**config.mk**
```make
export PLATFORM = sky130hd
export DESIGN_NAME = uart_tx_scheduler
export DESIGN_NICKNAME = d
export VERILOG_FILES = /design/src/rtl/uart_sched_pkg.sv /design/src/rtl/uart_rr_arbiter.sv /design/src/rtl/uart_tx_scheduler.sv
export SDC_FILE = /design/constraint.sdc
export NUM_CORES = 1
export LEC_CHECK = 0
export CORE_MARGIN = 2
export CORE_UTILIZATION = 50
export CTS_CLUSTER_SIZE = 24
export DETAILED_ROUTE_END_ITERATION = 6
export PLACE_DENSITY = 0.79
export REMOVE_ABC_BUFFERS = 1
export SLEW_MARGIN = 20
export SYNTH_ARGS = -nofsm -noshare
export SYNTH_HDL_FRONTEND = slang
export SYNTH_SLANG_ARGS = --single-unit
export TNS_END_PERCENT = 10
```
**constraint.sdc**
```tcl
create_clock -name clk -period 7.5 [get_ports clk]
set_clock_uncertainty 0.2 [all_clocks]
set_input_delay 2.25 -clock clk [delete_from_list [all_inputs] [get_ports clk]]
set_output_delay 2.25 -clock clk [all_outputs]
set_load 0.02 [all_outputs]
```
**src/rtl/uart_sched_pkg.sv**
```systemverilog
// Shared types and constants for the UART TX scheduler.
// The optional requester lock is enabled with the UART_TX_SCHED_LOCK_EN macro.
package uart_sched_pkg;

  typedef enum logic [1:0] {
    IDLE,
    START,
    BUSY
  } sched_state_e;

  localparam int DATA_W_DEFAULT = 8;
  localparam int NUM_REQ_MAX    = 8;

endpackage

```
**src/rtl/uart_rr_arbiter.sv**
```systemverilog
// Combinational round-robin pick: first set request at or above rr_ptr,
// wrapping modulo NUM_REQ.
module uart_rr_arbiter
  import uart_sched_pkg::*;
#(
  parameter int NUM_REQ = 4,
  parameter int IDX_W   = $clog2(NUM_REQ)
) (
  input  logic [NUM_REQ-1:0] req,
  input  logic [IDX_W-1:0]   rr_ptr,
  output logic [NUM_REQ-1:0] grant,
  output logic [IDX_W-1:0]   grant_idx,
  output logic               any_req
);

  int unsigned idx;

  always_comb begin
    grant     = '0;
    grant_idx = '0;
    any_req   = 1'b0;
    idx       = 0;
    for (int off = 0; off < NUM_REQ; off++) begin
      idx = (32'(rr_ptr) + 32'(off)) % 32'(NUM_REQ);
      if (!any_req && req[idx]) begin
        any_req    = 1'b1;
        grant[idx] = 1'b1;
        grant_idx  = IDX_W'(idx);
      end
    end
  end

endmodule

```
**src/rtl/uart_tx_scheduler.sv**
```systemverilog
// Round-robin scheduler sharing one UART transmitter among NUM_REQ requesters,
// with a tx_done watchdog. Define UART_TX_SCHED_LOCK_EN to add req_lock.
module uart_tx_scheduler
  import uart_sched_pkg::*;
#(
  parameter int  NUM_REQ        = 4,
  parameter int  DATA_W         = DATA_W_DEFAULT,
  parameter int  TIMEOUT_CYCLES = 65536,
  localparam int IDX_W          = $clog2(NUM_REQ),
  localparam int TMR_W          = $clog2(TIMEOUT_CYCLES)
) (
  input  logic                      clk,
  input  logic                      rst,
  input  logic [NUM_REQ-1:0]        req_valid,
  input  logic [NUM_REQ*DATA_W-1:0] req_data,
  output logic [NUM_REQ-1:0]        req_ready,
`ifdef UART_TX_SCHED_LOCK_EN
  input  logic [NUM_REQ-1:0]        req_lock,
`endif
  output logic                      tx_start,
  output logic [DATA_W-1:0]         tx_data,
  input  logic                      tx_done,
  input  logic                      tx_active,
  output logic [IDX_W-1:0]          grant_id,
  output logic                      busy,
  output logic                      timeout_err,
  input  logic                      err_clr
);

  sched_state_e       state_q, state_d;
  logic [IDX_W-1:0]   rr_ptr_q, rr_ptr_d;
  logic [IDX_W-1:0]   grant_id_q, grant_id_d;
  logic [DATA_W-1:0]  tx_data_q, tx_data_d;
  logic               tx_start_q, tx_start_d;
  logic               timeout_err_q, timeout_err_d;
  logic [TMR_W-1:0]   timer_q, timer_d;

  logic [NUM_REQ-1:0] arb_req, arb_grant;
  logic [IDX_W-1:0]   arb_idx, next_ptr;
  logic               arb_any, hold_ptr;

  // tx_active is a status input only; it does not steer sequencing.
  logic unused_tx_active;
  assign unused_tx_active = tx_active;

`ifdef UART_TX_SCHED_LOCK_EN
  logic             lock_vld_q, lock_vld_d;
  logic [IDX_W-1:0] lock_id_q, lock_id_d;
  logic             lock_follow;

  // A held lock narrows eligibility to its owner only while the owner is still valid.
  assign lock_follow = lock_vld_q && req_valid[lock_id_q];
  assign arb_req     = lock_follow ? (NUM_REQ'(1) << lock_id_q) : req_valid;
  assign hold_ptr    = req_lock[arb_idx];

  always_comb begin
    lock_vld_d = lock_vld_q;
    lock_id_d  = lock_id_q;
    if (state_q == IDLE) begin
      if (lock_vld_q && !req_valid[lock_id_q]) lock_vld_d = 1'b0;
      if (arb_any) begin
        lock_vld_d = req_lock[arb_idx];
        lock_id_d  = arb_idx;
      end
    end
  end

  always_ff @(posedge clk or posedge rst) begin
    if (rst) begin
      lock_vld_q <= 1'b0;
      lock_id_q  <= '0;
    end else begin
      lock_vld_q <= lock_vld_d;
      lock_id_q  <= lock_id_d;
    end
  end
`else
  assign arb_req  = req_valid;
  assign hold_ptr = 1'b0;
`endif

  uart_rr_arbiter #(
    .NUM_REQ(NUM_REQ),
    .IDX_W  (IDX_W)
  ) u_arb (
    .req      (arb_req),
    .rr_ptr   (rr_ptr_q),
    .grant    (arb_grant),
    .grant_idx(arb_idx),
    .any_req  (arb_any)
  );

  assign next_ptr = (arb_idx == IDX_W'(NUM_REQ - 1)) ? '0 : arb_idx + 1'b1;

  always_comb begin
    state_d       = state_q;
    rr_ptr_d      = rr_ptr_q;
    grant_id_d    = grant_id_q;
    tx_data_d     = tx_data_q;
    tx_start_d    = 1'b0;
    timer_d       = timer_q;
    timeout_err_d = timeout_err_q;
    req_ready     = '0;

    // Clear first so a timeout on the same edge overrides it.
    if (err_clr) timeout_err_d = 1'b0;

    case (state_q)
      IDLE: begin
        req_ready = arb_grant;
        if (arb_any) begin
          tx_data_d  = req_data[arb_idx*DATA_W +: DATA_W];
          grant_id_d = arb_idx;
          if (!hold_ptr) rr_ptr_d = next_ptr;
          tx_start_d = 1'b1;
          state_d    = START;
        end
      end
      START: begin
        timer_d = '0;
        state_d = BUSY;
      end
      BUSY: begin
        if (tx_done) begin
          state_d = IDLE;
        end else if (timer_q == TMR_W'(TIMEOUT_CYCLES - 1)) begin
          timeout_err_d = 1'b1;
          state_d       = IDLE;
        end else begin
          timer_d = timer_q + 1'b1;
        end
      end
      default: state_d = IDLE;
    endcase
  end

  always_ff @(posedge clk or posedge rst) begin
    if (rst) begin
      state_q       <= IDLE;
      rr_ptr_q      <= '0;
      grant_id_q    <= '0;
      tx_data_q     <= '0;
      tx_start_q    <= 1'b0;
      timer_q       <= '0;
      timeout_err_q <= 1'b0;
    end else begin
      state_q       <= state_d;
      rr_ptr_q      <= rr_ptr_d;
      grant_id_q    <= grant_id_d;
      tx_data_q     <= tx_data_d;
      tx_start_q    <= tx_start_d;
      timer_q       <= timer_d;
      timeout_err_q <= timeout_err_d;
    end
  end

  assign tx_start    = tx_start_q;
  assign tx_data     = tx_data_q;
  assign grant_id    = grant_id_q;
  assign timeout_err = timeout_err_q;
  assign busy        = (state_q != IDLE);

endmodule

```
# After elaboration in Yosys (flattened, before gate mapping)
# Cells that the tools add are included.
# Widths: inputs -> output; s select.
dict set report classes {
  n_reduce_logical 16
  bitwise_logic 3
  n_lt_le_gt_ge 8
  n_eq_ne 8
  shifts 1
  mux 43
  n_addsub 5
}
# operator count
set ops {}
lappend ops {{$mux 16} 2}
lappend ops {{$pmux 16 s2} 1}
lappend ops {{$shiftx 32x6->8} 1}
lappend ops {{$mux 4} 5}
lappend ops {{$mux 1} 18}
lappend ops {{$add 16x1->16 const B} 1}
lappend ops {{$eq 16x16->1 const B} 1}
lappend ops {{$mux 2} 8}
lappend ops {{$lt 2x3->1 const B} 4}
lappend ops {{$or 4x4->4} 3}
lappend ops {{$bmux 1 s2} 4}
lappend ops {{$demux 1 s2} 4}
lappend ops {{$ge 2x1->1 const B} 4}
lappend ops {{$logic_and 1x1->1} 7}
lappend ops {{$ne 2x2->1 const B} 3}
lappend ops {{$pmux 2 s3} 1}
lappend ops {{$add 2x1->2 const B} 2}
lappend ops {{$add 2x2->2 const B} 2}
lappend ops {{$eq 2x2->1 const B} 2}
lappend ops {{$reduce_and 2->1} 2}
lappend ops {{$reduce_bool 2->1} 2}
lappend ops {{$logic_not 1->1} 3}
lappend ops {{$ne 3x3->1 const B} 1}
lappend ops {{$reduce_and 3->1} 1}
lappend ops {{2 further kinds} 2}
dict set report word_totals {
  reg_bits 32
}

# Longest topological paths before layout
dict set report logic_depth {
  ltp_word 14
  mapped_depth 13
  depth_no_buf 8
}

# Hierarchy
# A second synthesis with hierarchy kept.
dict set report unflattened {
  cells_unflattened 206
  area_unflattened_um2 2254.7
}
# module area_per_inst_um2 n_inst seq_area_each_um2 cells_each
set by_module_without_submodules {}
lappend by_module_without_submodules {uart_tx_scheduler 1833.0 1 800.8 161}
lappend by_module_without_submodules {uart_rr_arbiter 421.7 1 0.0 45}

# Worst setup path after synthesis
# No wires, ideal clock.
dict set report synth_path {
  path_kind {input -> output}
  start {input port req_valid[1]}
  end {output port req_ready[0]}
  slack_ps 1275
  arrival_ps 3775
  required_time_ps 5050
  cell_stages 8
  path_cell_list {buf_2 -> mux4_2 -> buf_2 -> nor2b_1 -> a22oi_1 -> nor2_1 -> a221oi_1 -> nor2_1}
}
dict set report synth_via {
  elab_chain_len 13
  word_cells_on_any_way 25
  classes_between {mux: 16; bitwise: 3; reduce/logical: 6}
}
# element line
set synth_lines {}
lappend synth_lines {{start, declared} uart_tx_scheduler.sv:14} ;# input logic [NUM_REQ-1:0] req_valid,
lappend synth_lines {{$bmux 1 s2} uart_rr_arbiter.sv:25} ;# if (!any_req && req[idx]) begin
lappend synth_lines {{$mux 1 (not written as such)} uart_rr_arbiter.sv:25}
lappend synth_lines {{$mux 1} uart_rr_arbiter.sv:25}
lappend synth_lines {{$logic_not 1->1} uart_rr_arbiter.sv:25}
lappend synth_lines {{$logic_and 1x1->1} uart_rr_arbiter.sv:25}
lappend synth_lines {{$mux 1} uart_rr_arbiter.sv:25}
lappend synth_lines {{$logic_not 1->1} uart_rr_arbiter.sv:25}
lappend synth_lines {{$logic_and 1x1->1} uart_rr_arbiter.sv:25}
lappend synth_lines {{$mux 1} uart_rr_arbiter.sv:25}
lappend synth_lines {{$logic_not 1->1} uart_rr_arbiter.sv:25}
lappend synth_lines {{$logic_and 1x1->1} uart_rr_arbiter.sv:25}
lappend synth_lines {{$mux 4 *} uart_rr_arbiter.sv:25}
lappend synth_lines {{$mux 4 *} uart_tx_scheduler.sv:108} ;# case (state_q)
lappend synth_lines {{end, declared} uart_tx_scheduler.sv:16} ;# output logic [NUM_REQ-1:0] req_ready,
# Every way passes the cells marked *; elsewhere a longest branch is shown, timed or not. The select of a mux whose other input is x is not followed.

# Worst setup path after layout
dict set report layout_path {
  start {input port req_valid[3]}
  end {output port req_ready[0]}
}
# The elaborated chain is that of the path after synthesis.

==> out/qor.tcl <==
set qor(routed_wire_length_per_instance_um) 15.7
set qor(port-buffer-count) 56
set qor(pwr_density_cell_mw_per_mm2) 399
set qor(die_h_um) 76.3
set qor(required_ps) 5050
set qor(summed_negative_setup_slack_over_all_endpoints_ps) 0
set qor(met2_usage_pct) 39.3
set qor(dpl.hpwl_um) 4840
set qor(grt.total_usage_pct) 23.4
set qor(vdd_drop_max_uv) 273
set qor(leakagePower_nw) 1.36
set qor(top_level_ports) 58
set qor(antenna_found_initial) 0
set qor(slew-limit-headroom_pct) 27.7
set qor(synth_common_cells) {sky130_fd_sc_hd__nor2_1, sky130_fd_sc_hd__dfrtp_1, sky130_fd_sc_hd__nand3_1, sky130_fd_sc_hd__nand2_1, sky130_fd_sc_hd__a21oi_1}
set qor(syn-instance-count) 316
set qor(crit_chain) {clkdlybuf4s50_1 -> mux4_2 -> nor2b_1 -> a22oi_1 -> nor2_1 -> a221oi_1 -> nor2_1 -> clkdlybuf4s50_1}
set qor(timing.final.crit_share_pct) 96.1
set qor(layout_min_cycle_time_ps) 7210
set qor(fp.coreArea_sq_mm) 0.00507
set qor(remaining_antenna_violation_count_after_routing) 0
set qor(diodes) 0
set qor(cts.sink_count) 32
set qor(synth_largest_area_cell) {sky130_fd_sc_hd__dfrtp_1}
set qor(globalRoute.busiestLayer) {met2}
set qor(gr-total-overflow) 0
set qor(clk_latency_ps) 290
set qor(arrival_ps) 4760
set qor(maxClockFrequency_mhz) 139
set qor(cts_hold_repair.buffers) 0
set qor(number_of_distinct_library_cell_variants_in_the_gate_level_netlist_after_synthesis) 55
set qor(wirelength_um) 6750
set qor(crit_cells) 8
set qor(final-setup-viol-count) 0
set qor(crit_slowest_cell) {sky130_fd_sc_hd__clkdlybuf4s50_1}
set qor(use_met3_pct) 3.55
set qor(area_grow_syn2layout_pct) 24.9
set qor(post_cts_repair_timing_setup_buffer_count) 0
set qor(hold_path_depth) 2
set qor(floorplan.die.width_um) 76.3
set qor(critPathMaxFanout) 11
set qor(synth_async_sr_flop_share_pct) 100
set qor(synth_sequential_area_ratio_pct) 30.7
set qor(synth_area_per_cell_sq_um) 8.27
set qor(yosysMostFrequentCell) {sky130_fd_sc_hd__nor2_1}
set qor(critical_path_buf_inv_count) 2
set qor(postCtsResizedCells) 0
set qor(run_status) {finished, final reports clean}
set qor(ctsHtreeMaxLevel) 2
set qor(dr.first_iter.drc_count) 169
set qor(grt_start_max_net_pins) 35
set qor(ys.flop_type) {sky130_fd_sc_hd__dfrtp_1}
set qor(timing_hold_violations_final) 0
set qor(worst_path_largest_cell_delay_ps) 610
set qor(initial_core_util_pct) 51.5
set qor(startpoint_type) {primary input}
set qor(synth.top_cells.by_area) {sky130_fd_sc_hd__dfrtp_1, sky130_fd_sc_hd__nor2_1, sky130_fd_sc_hd__nand3_1}
set qor(end_kind) {primary output}
set qor(rsz_0062_raised_after_global_routing) {false}
set qor(worstSetupPathType) {in -> out}
set qor(max_slew.worst_pin.slew_ps) 1080
set qor(tritoncts_clock_tree) {yes}
set qor(ys_ff_latch) 32
set qor(grt_pass1_vias) 2360
set qor(route.detailed.drc) 0
set qor(fin_nets) 410
set qor(ctsLongestPathBuffers) 2
set qor(yosys_warnings) 0
set qor(routed_via_density) 6.01
set qor(num_vias) 2591
set qor(cell_count_of_the_worst_reg_to_reg_path) 9
set qor(timing.max_cap.violations) 0
set qor(drt_pass1_iterations) 5
set qor(placed_cell_area_sq_mm) 0.00317
set qor(post_route_cells_drive_above_1_share_pct) 8.86
set qor(row_count) 26
set qor(die-area_sq_mm) 0.00582
set qor(first_pass_grt_wire_length_um) 11300
set qor(critical_path.top_delay_family) {buffers and inverters}
set qor(yosys.area.top_type_share_pct) 30.7
set qor(finalInstanceArea_sq_mm) 0.00326
set qor(final_max_slew_viol_count) 0
set qor(synth_enable_flop_cells) 0
set qor(grtUsageMet1_pct) 30.9
set qor(min_path_type) {reg -> reg}
set qor(routability_congestion_estimate_from_global_placement) 0.866
set qor(cts-buffers-inserted) 5
set qor(synth.cell_area_sq_mm) 0.00261
set qor(clock_tree.root_cell) {sky130_fd_sc_hd__clkbuf_8}
set qor(clk_pin_slew_ps) 70
-- metal layers --
metal,vias up,share of wire [%]
met2,97,50
met5,-,0
li1,1252,-
met3,11,5.1
met4,0,1.6
met1,1231,43
-- where the power goes --
part | switching [mW] | total [mW] | internal (mW)
Sequential | 0.0419 | 0.263 | 0.221
Combinational | 0.548 | 0.902 | 0.354
Clock | 0.0651 | 0.138 | 0.0731
-- area by class of cell --
class	count	area, sq um
Clock buffer	6	82.6
Multi-Input combinational cell	253	1660
Timing Repair Buffer	60	591
Clock inverter	2	10.0
Tap cell	70	87.6
Sequential cell	32	801
Inverter	8	30.0
Fill cell	448	1810
-- worst min-delay path: stages (launching register included) --
cell and delay (ps):
sky130_fd_sc_hd__dfrtp_1 340, sky130_fd_sc_hd__nand2_1 50, sky130_fd_sc_hd__nand2_1 50
-- per-stage QoR --
step	hold WS (ps)	cells	setup slack, ps	util, %	power, mW
final	279	431	289	64.3	1.30
after global routing	325	431	152	64.3	1.40
after CTS	280	431	308	64.3	1.30
after detailed placement	264	423	317	62.5	1.16
after global placement	260	423	388	62.5	1.13
after floorplan	298	293	1380	-	0.868
-- final timing paths --
kind	startpoint	slack, ps	end
max reg2reg	rr_ptr_q[0]	3910	tx_data[6]
min reg2reg	grant_id[0]	280	grant_id[0]
max	req_valid[3]	290	req_ready[0]
min in group asynchronous	rst	2140	state_q[1]
min	grant_id[0]	280	grant_id[0]
max in group asynchronous	rst	4670	tx_data[6]
-- cell families after synthesis --
logic type	count (synthesis)	share of synthesized area [%]
buffers and inverters	31	5.75
XOR/XNOR	12	4.31
AO/OA/AOI/OAI	81	22.2
multiplexers	10	5.89
adder cells (fa/ha/maj)	9	4.31
flip-flops	32	30.7
AND/OR/NAND/NOR	141	26.9
-- registers in the layout (all words and copies together), names as in the netlist --
register     cells
timer_q         16
tx_data          8
grant_id         2
rr_ptr_q         2
state_q          2
timeout_err      1
tx_start         1
-- placed cells by master, fill, tap and decap left out, types with 6 or more instances in the layout --
master,count
sky130_fd_sc_hd__clkdlybuf4s50_1,56
sky130_fd_sc_hd__nor2_1,43
sky130_fd_sc_hd__a21oi_1,20
sky130_fd_sc_hd__a211oi_1,7
sky130_fd_sc_hd__and3_1,7
sky130_fd_sc_hd__inv_1,7
sky130_fd_sc_hd__nor3_2,7
sky130_fd_sc_hd__nand3_1,30
sky130_fd_sc_hd__nor3_1,7
sky130_fd_sc_hd__dfrtp_1,32
sky130_fd_sc_hd__clkbuf_8,6
sky130_fd_sc_hd__xor2_1,8
sky130_fd_sc_hd__o311ai_1,7
sky130_fd_sc_hd__o31ai_1,9
sky130_fd_sc_hd__nand2_1,27
sky130_fd_sc_hd__ha_1,9
Power figures use the tool's default switching activity.
